**src/rtl/mskaes_host_frontend_pkg.sv**
```systemverilog
// Shared types and constants for the masked AES-128 host frontend.
// Holds the FSM state encoding and the FIPS-197 C.1 reference vector.
package mskaes_host_frontend_pkg;

  localparam int BLK_W = 128;

  typedef enum logic [1:0] {
    ST_IDLE  = 2'd0,
    ST_ISSUE = 2'd1,
    ST_WAIT  = 2'd2,
    ST_OUT   = 2'd3
  } state_t;

  localparam logic [BLK_W-1:0] FIPS_KEY = 128'h000102030405060708090a0b0c0d0e0f;
  localparam logic [BLK_W-1:0] FIPS_PT  = 128'h00112233445566778899aabbccddeeff;
  localparam logic [BLK_W-1:0] FIPS_CT  = 128'h69c4e0d86a7b0430d8cdb78070b4c55a;

endpackage

```
**src/rtl/mskaes_host_frontend_if.sv**
```systemverilog
// Host-side plaintext/key input stream and ciphertext output stream.
// master = system bus adapter, slave = frontend.
interface mskaes_host_frontend_if
  import mskaes_host_frontend_pkg::*;
#(
   parameter int d = 2
);
   logic                         in_valid;
   logic                         in_ready;
   logic [BLK_W-1:0]             in_plaintext;
   logic [BLK_W-1:0]             in_key;
   logic [2*BLK_W*(d-1)-1:0]     rnd_mask;
   logic                         out_valid;
   logic                         out_ready;
   logic [BLK_W-1:0]             out_ciphertext;

   modport master (
      output in_valid, in_plaintext, in_key, rnd_mask, out_ready,
      input  in_ready, out_valid, out_ciphertext
   );

   modport slave (
      input  in_valid, in_plaintext, in_key, rnd_mask, out_ready,
      output in_ready, out_valid, out_ciphertext
   );
endinterface

```
**src/rtl/msk_share_split.sv**
```systemverilog
// Combinational Boolean masking: x -> d shares, bit j share i at sh[d*j+i].
// Shares 1..d-1 are taken from rnd; share 0 absorbs x.
module msk_share_split #(
   parameter int d     = 2,
   parameter int count = 128
) (
   input  logic [count-1:0]       x,
   input  logic [count*(d-1)-1:0] rnd,
   output logic [count*d-1:0]     sh
);

   for (genvar j = 0; j < count; j++) begin : g_bit
      logic [d-2:0] r;
      for (genvar i = 1; i < d; i++) begin : g_share
         assign r[i-1]        = rnd[(i-1)*count + j];
         assign sh[d*j + i]   = r[i-1];
      end
      assign sh[d*j] = x[j] ^ (^r);
   end

endmodule

```
**src/rtl/mskaes_host_frontend.sv**
```systemverilog
// Initiator-side frontend for the masked AES-128 core: masks inputs, issues them,
// recombines the shared ciphertext. Optional WAIT watchdog via MSKAES_WDOG_EN.
module mskaes_host_frontend
  import mskaes_host_frontend_pkg::*;
#(
   parameter int d = 2
`ifdef MSKAES_WDOG_EN
   , parameter int TIMEOUT = 1023
`endif
) (
   input  logic                 clk,
   input  logic                 nrst,
   mskaes_host_frontend_if.slave host,
   output logic                 busy,
   output logic                 err_timeout,
   output logic                 core_valid_in,
   input  logic                 core_ready,
   input  logic                 core_cipher_valid,
   output logic [BLK_W*d-1:0]   core_sh_plaintext,
   output logic [BLK_W*d-1:0]   core_sh_key,
   input  logic [BLK_W*d-1:0]   core_sh_ciphertext
);

   state_t               state;
   logic [BLK_W*d-1:0]   sh_pt_d, sh_key_d;
   logic [BLK_W*d-1:0]   sh_pt_q, sh_key_q;
   logic [BLK_W-1:0]     ct_q, ct_recomb;

   msk_share_split #(.d(d), .count(BLK_W)) u_split_pt (
      .x   (host.in_plaintext),
      .rnd (host.rnd_mask[BLK_W*(d-1)-1:0]),
      .sh  (sh_pt_d)
   );

   msk_share_split #(.d(d), .count(BLK_W)) u_split_key (
      .x   (host.in_key),
      .rnd (host.rnd_mask[2*BLK_W*(d-1)-1:BLK_W*(d-1)]),
      .sh  (sh_key_d)
   );

   for (genvar j = 0; j < BLK_W; j++) begin : g_recomb
      assign ct_recomb[j] = ^core_sh_ciphertext[d*j +: d];
   end

`ifdef MSKAES_WDOG_EN
   localparam int CNT_W = (TIMEOUT < 1024) ? 10 : $clog2(TIMEOUT + 1);
   logic [CNT_W-1:0] wdog_cnt;
   logic             err_q;
`endif

   always_ff @(posedge clk or negedge nrst) begin
      if (!nrst) begin
         state    <= ST_IDLE;
         // NOTE: share registers are wide but still reset, so no stale mask material survives a reset.
         sh_pt_q  <= '0;
         sh_key_q <= '0;
         ct_q     <= '0;
`ifdef MSKAES_WDOG_EN
         wdog_cnt <= '0;
         err_q    <= 1'b0;
`endif
      end else begin
`ifdef MSKAES_WDOG_EN
         err_q <= 1'b0;
`endif
         // NOTE: all state here uses <= so every branch sees the pre-edge values.
         unique case (state)
            ST_IDLE: if (host.in_valid) begin
               sh_pt_q  <= sh_pt_d;
               sh_key_q <= sh_key_d;
               state    <= ST_ISSUE;
            end
            ST_ISSUE: if (core_ready) begin
               sh_pt_q  <= '0;
               sh_key_q <= '0;
               state    <= ST_WAIT;
`ifdef MSKAES_WDOG_EN
               wdog_cnt <= '0;
`endif
            end
            ST_WAIT: begin
               if (core_cipher_valid) begin
                  ct_q  <= ct_recomb;
                  state <= ST_OUT;
               end
`ifdef MSKAES_WDOG_EN
               else if (wdog_cnt == CNT_W'(TIMEOUT - 1)) begin
                  err_q <= 1'b1;
                  state <= ST_IDLE;
               end else begin
                  wdog_cnt <= wdog_cnt + 1'b1;
               end
`endif
            end
            ST_OUT: if (host.out_ready) state <= ST_IDLE;
            default: state <= ST_IDLE;
         endcase
      end
   end

`ifdef MSKAES_WDOG_EN
   assign err_timeout = err_q;
`else
   assign err_timeout = 1'b0;
`endif

   assign host.in_ready       = (state == ST_IDLE);
   assign host.out_valid      = (state == ST_OUT);
   assign host.out_ciphertext = ct_q;
   assign busy                = (state != ST_IDLE);
   assign core_valid_in       = (state == ST_ISSUE);
   assign core_sh_plaintext   = sh_pt_q;
   assign core_sh_key         = sh_key_q;

endmodule

```
**src/flat_wrapper.sv**
```systemverilog
// flat-port wrapper written by rule: the top's interface ports become plain ports
module mskaes_host_frontend_flat import mskaes_host_frontend_pkg::*;
#(
   parameter int d = 2

)
  (clk, nrst, busy, err_timeout, core_valid_in, core_ready, core_cipher_valid, core_sh_plaintext, core_sh_key, core_sh_ciphertext, host_in_valid, host_in_plaintext, host_in_key, host_rnd_mask, host_out_ready, host_in_ready, host_out_valid, host_out_ciphertext);
  mskaes_host_frontend_if #(.d(d)) host_i ();
  input  logic clk;
  input  logic nrst;
  output logic busy;
  output logic err_timeout;
  output logic core_valid_in;
  input  logic core_ready;
  input  logic core_cipher_valid;
  output logic [BLK_W*d-1:0] core_sh_plaintext;
  output logic [BLK_W*d-1:0] core_sh_key;
  input  logic [BLK_W*d-1:0] core_sh_ciphertext;
  input wire logic [$bits(host_i.in_valid)-1:0] host_in_valid;
  input wire logic [$bits(host_i.in_plaintext)-1:0] host_in_plaintext;
  input wire logic [$bits(host_i.in_key)-1:0] host_in_key;
  input wire logic [$bits(host_i.rnd_mask)-1:0] host_rnd_mask;
  input wire logic [$bits(host_i.out_ready)-1:0] host_out_ready;
  output wire logic [$bits(host_i.in_ready)-1:0] host_in_ready;
  output wire logic [$bits(host_i.out_valid)-1:0] host_out_valid;
  output wire logic [$bits(host_i.out_ciphertext)-1:0] host_out_ciphertext;
  assign host_i.in_valid = host_in_valid;
  assign host_i.in_plaintext = host_in_plaintext;
  assign host_i.in_key = host_in_key;
  assign host_i.rnd_mask = host_rnd_mask;
  assign host_i.out_ready = host_out_ready;
  assign host_in_ready = host_i.in_ready;
  assign host_out_valid = host_i.out_valid;
  assign host_out_ciphertext = host_i.out_ciphertext;
  mskaes_host_frontend #(.d(d)) u_core (.clk(clk), .nrst(nrst), .host(host_i), .busy(busy), .err_timeout(err_timeout), .core_valid_in(core_valid_in), .core_ready(core_ready), .core_cipher_valid(core_cipher_valid), .core_sh_plaintext(core_sh_plaintext), .core_sh_key(core_sh_key), .core_sh_ciphertext(core_sh_ciphertext));
endmodule
```
**config.mk**
```make
export PLATFORM = sky130hd
export DESIGN_NAME = mskaes_host_frontend_flat
export DESIGN_NICKNAME = d
export VERILOG_FILES = /design/src/rtl/mskaes_host_frontend_pkg.sv /design/src/rtl/mskaes_host_frontend_if.sv /design/src/rtl/msk_share_split.sv /design/src/rtl/mskaes_host_frontend.sv /design/src/flat_wrapper.sv
export SDC_FILE = /design/constraint.sdc
export NUM_CORES = 1
export LEC_CHECK = 0
export BUFFER_PORTS_ARGS = -buffer_cell sky130_fd_sc_hd__buf_2
export CAP_MARGIN = 15
export CELL_PAD_IN_SITES_DETAIL_PLACEMENT = 1
export CELL_PAD_IN_SITES_GLOBAL_PLACEMENT = 1
export CORE_AREA = 2 2 545 547
export DETAILED_ROUTE_END_ITERATION = 12
export DIE_AREA = 0 0 547 549
export GPL_TIMING_DRIVEN = 1
export PLACE_DENSITY_LB_ADDON = 0.25
export SLEW_MARGIN = 0
export SYNTH_ARGS = -nofsm -noshare
export SYNTH_HDL_FRONTEND = slang
export SYNTH_HIERARCHICAL = 1
export SYNTH_SLANG_ARGS = --single-unit
```
**constraint.sdc**
```tcl
create_clock -name clk -period 3.9 [get_ports clk]
set_input_delay 0.195 -clock clk [delete_from_list [all_inputs] [get_ports clk]]
set_output_delay 0.195 -clock clk [all_outputs]
set_load 0.05 [all_outputs]
```
## Word level (Yosys, flattened, before mapping)

Index checks and enable logic that the tools add are counted.

| operators by class | value |
|---|---|
| add/subtract/negate cells | 0 |
| multiply operators | 0 |
| div/mod/pow operators | 0 |
| $lt $le $gt $ge | 0 |
| eq/ne operators | 7 |
| shift operators | 0 |
| muxes and demuxes | 10 |
| bitwise gates (word level) | 256 |
| reduce and logical (&&, ||, !) cells | 134 |

Operators with widths:

| kind | count |
|---|---|
| 256-bit one-hot mux with 2 select lines | 2 |
| 256-bit two-way mux | 3 |
| 2-bit parity | 128 |
| 1-bit XOR | 256 |
| 2-bit two-way mux | 4 |
| 2-bit one-hot mux with 4 select lines | 1 |
| 2-bit != test (second input constant) | 3 |
| 2-bit == test (second input constant) | 2 |
| 4-bit AND reduction | 1 |
| 2-bit nonzero test | 2 |
| 3-bit AND reduction | 1 |
| 2-bit by 1-bit == test with 1-bit output (second input constant) | 1 |
| 2-bit logical NOT | 1 |
| 2-bit by 1-bit != test with 1-bit output (second input constant) | 1 |
| 2-bit AND reduction | 1 |

| storage, ports and cells | value |
|---|---|
| register bits after elaboration | 642 |
| bits in latches | 0 |
| bits in writable memories | 0 |
| memory bits (read-only) | 0 |
| input bits | 774 |
| output and inout port bits | 645 |
| logic and storage cells | 411 |
| memories | 0 |

## Longest topological paths before layout

Gate-level depths: netlist of the first run.

| logic depth | value |
|---|---|
| word-level depth | 3 |
| depth in mapped cells | 8 |
| depth with buffers taken out | 5 |

## Modules after synthesis

Netlist of the first run, hierarchy kept.

Modules (own cells, without submodules):

| module | times used | cells an instance | area an instance (sq um) |
|---|---|---|---|
| mskaes_host_frontend | 1 | 1702 | 23650.2 |
| msk_share_split | 2 | 256 | 2082.0 |

## Worst setup path after synthesis of the first run

Ideal clock, no wire load.

| timing path | value |
|---|---|
| path kind | reg-to-reg |
| from | register u_core.state[0] |
| to | register u_core.sh_key_q[0] (netlist: u_core/core_sh_key[0]) |
| arrival | 1918 ps |
| required time | 3833 ps |
| setup slack | 1915 ps |
| stages on the path, launching flop included | 8 |
| buffers on the path | 2 |
| clock period less this slack | 1985 ps |
| path through | dfrtp_1 -> inv_1 -> ha_1 -> nand2_1 -> nor2_2 -> clkbuf_1 -> buf_2 -> a22o_1 |

| between the ends | value |
|---|---|
| longest elaborated chain between the ends | 3 |
| elaborated cells between the ends (all ways) | 7 |

RTL lines:

| what | RTL line | RTL |
|---|---|---|
| from (decl) | mskaes_host_frontend.sv:24 | `state_t state;` |
| from (signal assigned) | mskaes_host_frontend.sv:53 | `state <= ST_IDLE;` |
| from (signal assigned) | mskaes_host_frontend.sv:71 | `state <= ST_ISSUE;` |
| from (signal assigned) | mskaes_host_frontend.sv:76 | `state <= ST_WAIT;` |
| 2-bit logical NOT (*) | -- |  |
| via host_in_ready | flat_wrapper.sv:24 | `output wire logic [$bits(host_i.in_ready)-1:0] host_in_ready;` |
| 2-bit != test (no line) or 2-bit nonzero test (tied branches) | -- |  |
| 3-bit AND reduction (no line) | -- |  |
| to (signal assigned) | mskaes_host_frontend.sv:70 | `sh_key_q <= sh_key_d;` |
| to (decl) | mskaes_host_frontend.sv:26 | `logic [BLK_W*d-1:0] sh_pt_q, sh_key_q;` |

The timed path passes the listed nets; every way through them passes the cells marked *.
A chain may end at the register's enable or synchronous reset.

## Final worst setup path of the first run

| timing path | value |
|---|---|
| from | register u_core.state[0] |
| to | register u_core.ct_q[33] (netlist: u_core/host.out_ciphertext[33]) |

| between the ends | value |
|---|---|
| longest elaborated chain between the ends | 2 |

RTL lines:

| what | RTL line | RTL |
|---|---|---|
| 2-bit == test | mskaes_host_frontend.sv:67 | `unique case (state)` |
| 2-bit AND reduction (no line) | -- |  |
| to (signal assigned) | mskaes_host_frontend.sv:83 | `ct_q <= ct_recomb;` |
| to (decl) | mskaes_host_frontend.sv:27 | `logic [BLK_W-1:0] ct_q, ct_recomb;` |

No other way between the ends.

==> results of run 1 <==
==> logic make-up (layout without fill, tap and decap cells) <==
family | count (synthesis) | after routing | share of synthesized area, %
muxes | 2 | 2 | 0.0765
buffers and inverters | 401 | 2433 | 9.42
adders and majority gates | 5 | 5 | 0.225
AOI/OAI and AO/OA | 641 | 641 | 18.5
DFF | 642 | 642 | 57.8
xor gates and xnor gates | 384 | 384 | 12.1
and+or+nand+nor | 138 | 138 | 1.94
other | 1 | 32 | 0.0135
==> sequential cells by signal, indices dropped and copies added (netlist names) <==
register	count
u_core/core_sh_key	256
u_core/core_sh_plaintext	256
u_core/host.out_ciphertext	128
u_core/state	2
==> metal layers <==
layer / wire [um] / part of all wire [%] / track usage [%]
met1: 81100 / 42 / 15.2
met2: 88400 / 46 / 20.0
met3: 15700 / 8.2 / 4.40
met4: 5800 / 3.0 / 3.57
met5: 618 / 0.32 / 0
==> power by group through the flow <==
stage	registers, mW	clock network (mW)	logic [mW]
after global placement	12.2	0	25.1
final	12.2	8.59	26.0
after global routing	12.6	9.23	27.0
after CTS	12.2	8.98	26.3
after detailed placement	12.2	0	25.3
after floorplan	23.2	0	5.63
==> stage by stage <==
step	worst slack, ns	power (mW)
after detailed placement	1.43	37.4
after CTS	1.35	47.5
after floorplan	1.91	28.8
after global routing	1.16	48.9
after global placement	1.44	37.4
final	1.34	46.7
==> placed cells by master, fill, tap and decap left out <==
| master | synthesis | final |
|---|---|---|
| buf_8 | 0 | 1 |
| a22o_1 | 512 | 512 |
| o211ai_4 | 0 | 1 |
| clkinv_8 | 0 | 1 |
| conb_1 | 1 | 1 |
| buf_4 | 257 | 43 |
| inv_6 | 0 | 2 |
| diode_2 | 0 | 31 |
| and2_4 | 0 | 1 |
| nor2_4 | 0 | 1 |
| clkbuf_8 | 0 | 22 |
| xnor2_1 | 128 | 128 |
| clkinv_2 | 0 | 6 |
| a21oi_1 | 128 | 128 |
| dlygate4sd3_1 | 0 | 804 |
| nor2_1 | 129 | 129 |
| buf_12 | 0 | 13 |
| mux2i_1 | 1 | 1 |
| inv_16 | 0 | 1 |
| buf_2 | 120 | 1416 |
| nand2_1 | 1 | 1 |
| clkbuf_1 | 16 | 18 |
| nand2b_1 | 5 | 5 |
| dfrtp_1 | 642 | 642 |
| clkinvlp_4 | 0 | 3 |
| bufinv_16 | 0 | 9 |
| and4_1 | 1 | 1 |
| clkinv_4 | 0 | 1 |
| clkbuf_16 | 0 | 90 |
| xor2_1 | 256 | 256 |
| ha_1 | 5 | 5 |
| mux2_2 | 1 | 1 |
| inv_1 | 3 | 3 |
==> worst max path at each step <==
stage	slack, ns	end	cells after the start	startpoint
after global placement	1.44	u_core/core_sh_key[160]	7	u_core/state[1]
after global routing	1.16	u_core/host.out_ciphertext[33]	6	u_core/state[0]
final	1.34	u_core/host.out_ciphertext[33]	6	u_core/state[0]
after floorplan	1.91	u_core/core_sh_key[0]	7	u_core/state[0]
after detailed placement	1.43	u_core/core_sh_key[154]	7	u_core/state[1]
after CTS	1.35	u_core/host.out_ciphertext[33]	6	u_core/state[0]
==> worst reg2reg max path, stage by stage, from the launching register on <==
cell           delay (ns)
dfrtp_1              0.41
inv_1                0.13
ha_1                 0.21
and2_4               0.50
buf_4                0.50
a21oi_1              0.13
dlygate4sd3_1        0.57
==> area by class of cell <==
cell class,count,area [sq um]
diodes,31,77.6
inverters,3,11.3
well taps,3939,4930
clock buffers,130,2620
multi-input cells,1171,9150
flip-flops and latches,642,16100
fillers,34300,246000
repair buffers,2277,15700
clock inverters,23,385
==> metrics.cfg, run 1 <==
[run_status]
status=complete, no violations

[timing]
setup_viol=0
rsz0062_at_grt=no
fin_setup_tns_ns=0
slew_viol_final=0
hold-worst-slack_ns=0.0891
hold_viol_final=0
tightest_slew_ns=0.912
period_share_pct=65.7
min_period_ns=2.56
skew_ns=0.0307
slew_headroom_pct=39.2
fmax_mhz=390

[critical_path]
cpPeakStageDelay_ns=0.57
path_cells=inv_1 > ha_1 > and2_4 > buf_4 > a21oi_1 > dlygate4sd3_1
critical_path_arrival_ns=3.22
rr_worst_depth=6
critPathBufInv=3
cp-start-kind=flip-flop
worst_setup_path_end_kind=flip-flop
r2r-end=u_core/host.out_ciphertext[33]
slowest_stage=dlygate4sd3_1
required_ns=4.56
critPathTopFamily=buffers and inverters
reg2reg_slack_ns=1.34
cp_max_fo=47
r2r-start=u_core/state[0]
crit_type=flip-flop to flip-flop

[pwr]
power_frac_seq_pct=26.0
p_int_mw=21.6
sw_frac_of_total_pct=53.8
p_sw_mw=25.1
clkPwrFrac_pct=18.4
p_comb_share_pct=55.6
p_leak_nw=23.2
peakVddDrop_v=0.000537
p_per_area_nw_per_um2=954

[logic_synthesis]
synth-seq-cells=642
ys.flop_type=dfrtp_1
ys_top_cells_by_count=dfrtp_1 (642), a22o_1 (512), buf_4 (257)
synth.most_common_cell=dfrtp_1
yosysUniqueCellTypes=21
async_flop_share_pct=100
yosysTopAreaCell=dfrtp_1
synth-edff-count=0
synth_area_leaders=dfrtp_1 (58%), a22o_1 (16%), xor2_1 (8.1%), buf_4 (6.9%), xnor2_1 (4.0%)
syn_area_sq_um=27800
syn_avg_cell_area_sq_um=12.6
syn_inst=2214
seq_area_frac_synth_pct=57.8
ys_warn_count=6
synth_nets=2993
synth_top_area_share_pct=57.8

[clocking]
cts-root-buf=clkbuf_16
hold_buffers=804
insertion_delay_ns=0.77
clkSinkCount=642
htree_levels=3
cts_tree=yes
path_clk_slew_ns=0.06
cts_resized=0
cts_buffer_depth=4
numCtsBuffers=90
post_cts_buffers=0

[grt]
grt_pass1_wl_um=256000
grt_pass1_vias=28400
antenna_found_initial=127
grt_max_degree=121
globalRouteTotalUtil_pct=12.3
grt_overflow_total=0

[routing]
drc_errors=0
drtIter0Drc=1226
drt_pass1_iterations=5
routed_wirelength_um=192000
vias=26100
ant_nets=0
wl_per_cell_um=23.3
viasPerCell=3.18

[layout]
stdcell_area_sq_um=49000
final_core_util_pct=16.6
drive_gt1_share_pct=38.0
area_growth_pct=76.1
nets=4964
stdcell_count=8216

[floorplanning]
io_pins=1419
die_h_um=549
start_util_pct=9.43
core_sq_um=295000
fp.dieW_um=547
dieArea_sq_um=300000
rows=200

[hold_path]
hold_path.class=primary input to async pin

[place]
gp_congestion=0.898
place_inst=7228
port_buffers=1417
dpl-instance-area_sq_um=37800
hpwl_um=156000

[run]
maxCapViolCount=0

No activity file was read; power rests on OpenSTA's default activity.
==> run 2: changes to the inputs <==
CORE_AREA = 2 2 561 563   (was 2 2 545 547)
DIE_AREA = 0 0 563 565   (was 0 0 547 549)
clock period = 2.1 ns   (was 3.9 ns; I/O delays follow)
==> metrics.cfg, run 2 (same netlist as run 1, synthesis figures left out) <==
[run_status]
status=complete, no violations

[layout]
nets=5014
layout_common_cells=buf_2 (1412), dlygate4sd3_1 (783), dfrtp_1 (642)
area.sequential_sq_um=16100
drive_gt1_share_pct=39.2
area_growth_pct=78.9
stdcell_area_sq_um=49700
final_common_cell=buf_2
stdcell_count=8470
n_fill_cell=36200
multiInputGateArea_sq_um=9150

[place]
gp_congestion=0.853
dpl-instance-area_sq_um=38700
port_buffers=1417
hpwl_um=166000
place_inst=7496

[critical_path]
rr_worst_depth=7
cpPeakStageDelay_ns=0.41
r2r-end=u_core/core_sh_key[216]
required_ns=2.82
crit_type=flip-flop to flip-flop
critPathTopFamily=buffers and inverters
cp-start-kind=flip-flop
critPathBufInv=3
reg2reg_slack_ns=0.07
critical_path_arrival_ns=2.75
r2r-start=u_core/state[0]
path_cells=inv_1 > ha_2 > nand2b_1 > o211ai_4 > buf_12 > buf_16 > a22o_1
worst_setup_path_end_kind=flip-flop
slowest_stage=dfrtp_1
cp_max_fo=41

[hold_path]
hold_start=host_rnd_mask[135]
hold_depth=3
whs_endpoint=u_core/core_sh_key[15]
hold_path.class=primary input to flip-flop

[timing]
slew_viol_final=0
period_share_pct=96.6
min_period_ns=2.03
skew_ns=0.0289
setup_viol=0
fmax_mhz=493
rsz0062_at_grt=yes
fin_setup_tns_ns=0
slew_headroom_pct=43.5
hold_viol_final=0
tightest_slew_ns=0.845

[routing]
vias=26300
routed_wirelength_um=200000
drc_errors=0
ant_nets=0
drtIter0Drc=1019
drt_pass1_iterations=4
viasPerCell=3.11
wl_per_cell_um=23.6

[floorplanning]
start_util_pct=8.93
core_sq_um=311000
rows=205
dieArea_sq_um=318000
die_h_um=565
io_pins=1419
fp.dieW_um=563

[grt]
grt_overflow_total=0
grt_pass1_vias=29000
grt_max_degree=101
globalRouteTotalUtil_pct=12.0
grt_pass1_wl_um=264000
antenna_found_initial=118

[clocking]
cts_buffer_depth=4
path_clk_slew_ns=0.06
htree_levels=3
cts-root-buf=clkbuf_16
cts_tree=yes
insertion_delay_ns=0.78
numCtsBuffers=92
clkSinkCount=642

[pwr]
peakVddDrop_v=0.000934
p_leak_nw=23.5
p_per_area_nw_per_um2=1760

[run]
maxCapViolCount=0

## run 2: cell count changes in the layout (fill, tap and decap cells not counted), moves of 4 or more
cell           previous run  this run
bufinv_16                 9         5
buf_4                    43        88
buf_6                     0        16
buf_2                  1416      1412
diode_2                  31        35
dlygate4sd3_1           804       783
buf_12                   13        21
## run 2: final cells by class
type | instances | share of cell area (%)
antenna | 35 | 0.176
timing repair buffer | 2325 | 32.7
clock buffer | 133 | 5.36
tap | 4140 | 10.4
multi-input combinational | 1171 | 18.4
inverter | 3 | 0.0226
sequential | 642 | 32.3
clock inverter | 21 | 0.604
## run 2: worst max-delay path by stage
stage | startpoint | end | slack (ns) | cells after the start
after global routing | u_core/state[1] | core_valid_in | -0.04 | 4
after CTS | u_core/state[1] | core_valid_in | -0.04 | 4
final | u_core/state[0] | u_core/core_sh_key[216] | 0.07 | 7
after global placement | u_core/state[1] | u_core/core_sh_key[214] | 0.01 | 7
after floorplan | u_core/state[0] | u_core/core_sh_key[0] | 0.11 | 7
after detailed placement | u_core/state[1] | u_core/core_sh_key[76] | -0.01 | 7
## run 2: through the flow
stage               util (%)  hold WS, ns  setup slack [ns]  total power [mW]
floorplan                  -       -0.191             0.115              53.5
global placement        12.4        0.117            0.0145              70.5
detailed placement      12.4        0.121           -0.0112              70.7
CTS                     15.9      0.00191           -0.0365              88.9
global route            16.0       0.0515           -0.0358              91.9
finish                  16.0        0.107            0.0707              87.6
## run 2: power breakdown
group | total, mW | internal [mW] | switching (mW)
Sequential | 22.7 | 18.5 | 4.18
Clock | 15.7 | 9.38 | 6.32
Combinational | 49.3 | 12.5 | 36.8
## run 2: metal layers
metal	vias to the layer above	global-route usage [%]	routed length (um)	share of wire (%)
met5	-	0	436	0.22
met4	70	4.49	7800	3.9
met3	322	4.24	16700	8.3
met2	1208	19.4	91500	46
met1	13100	14.7	83800	42
li1	11600	-	-	-
## run 2: worst register-to-register path: stages, from the launching register on
cell      delay [ns]
dfrtp_1         0.41
inv_1           0.15
ha_2            0.27
nand2b_1        0.12
o211ai_4        0.13
buf_12          0.24
buf_16          0.46
a22o_1          0.19
## run 2: repair_timing
action | in CTS | in global routing
gates cloned | 0 | 1
hold buffers | 783 | 0
buffers inserted | 0 | 1
endpoints found under the setup margin | 75 | 107
hold endpoints to repair | 1246 | 0
resized for setup | 11 | 14
pin swaps | 0 | 0
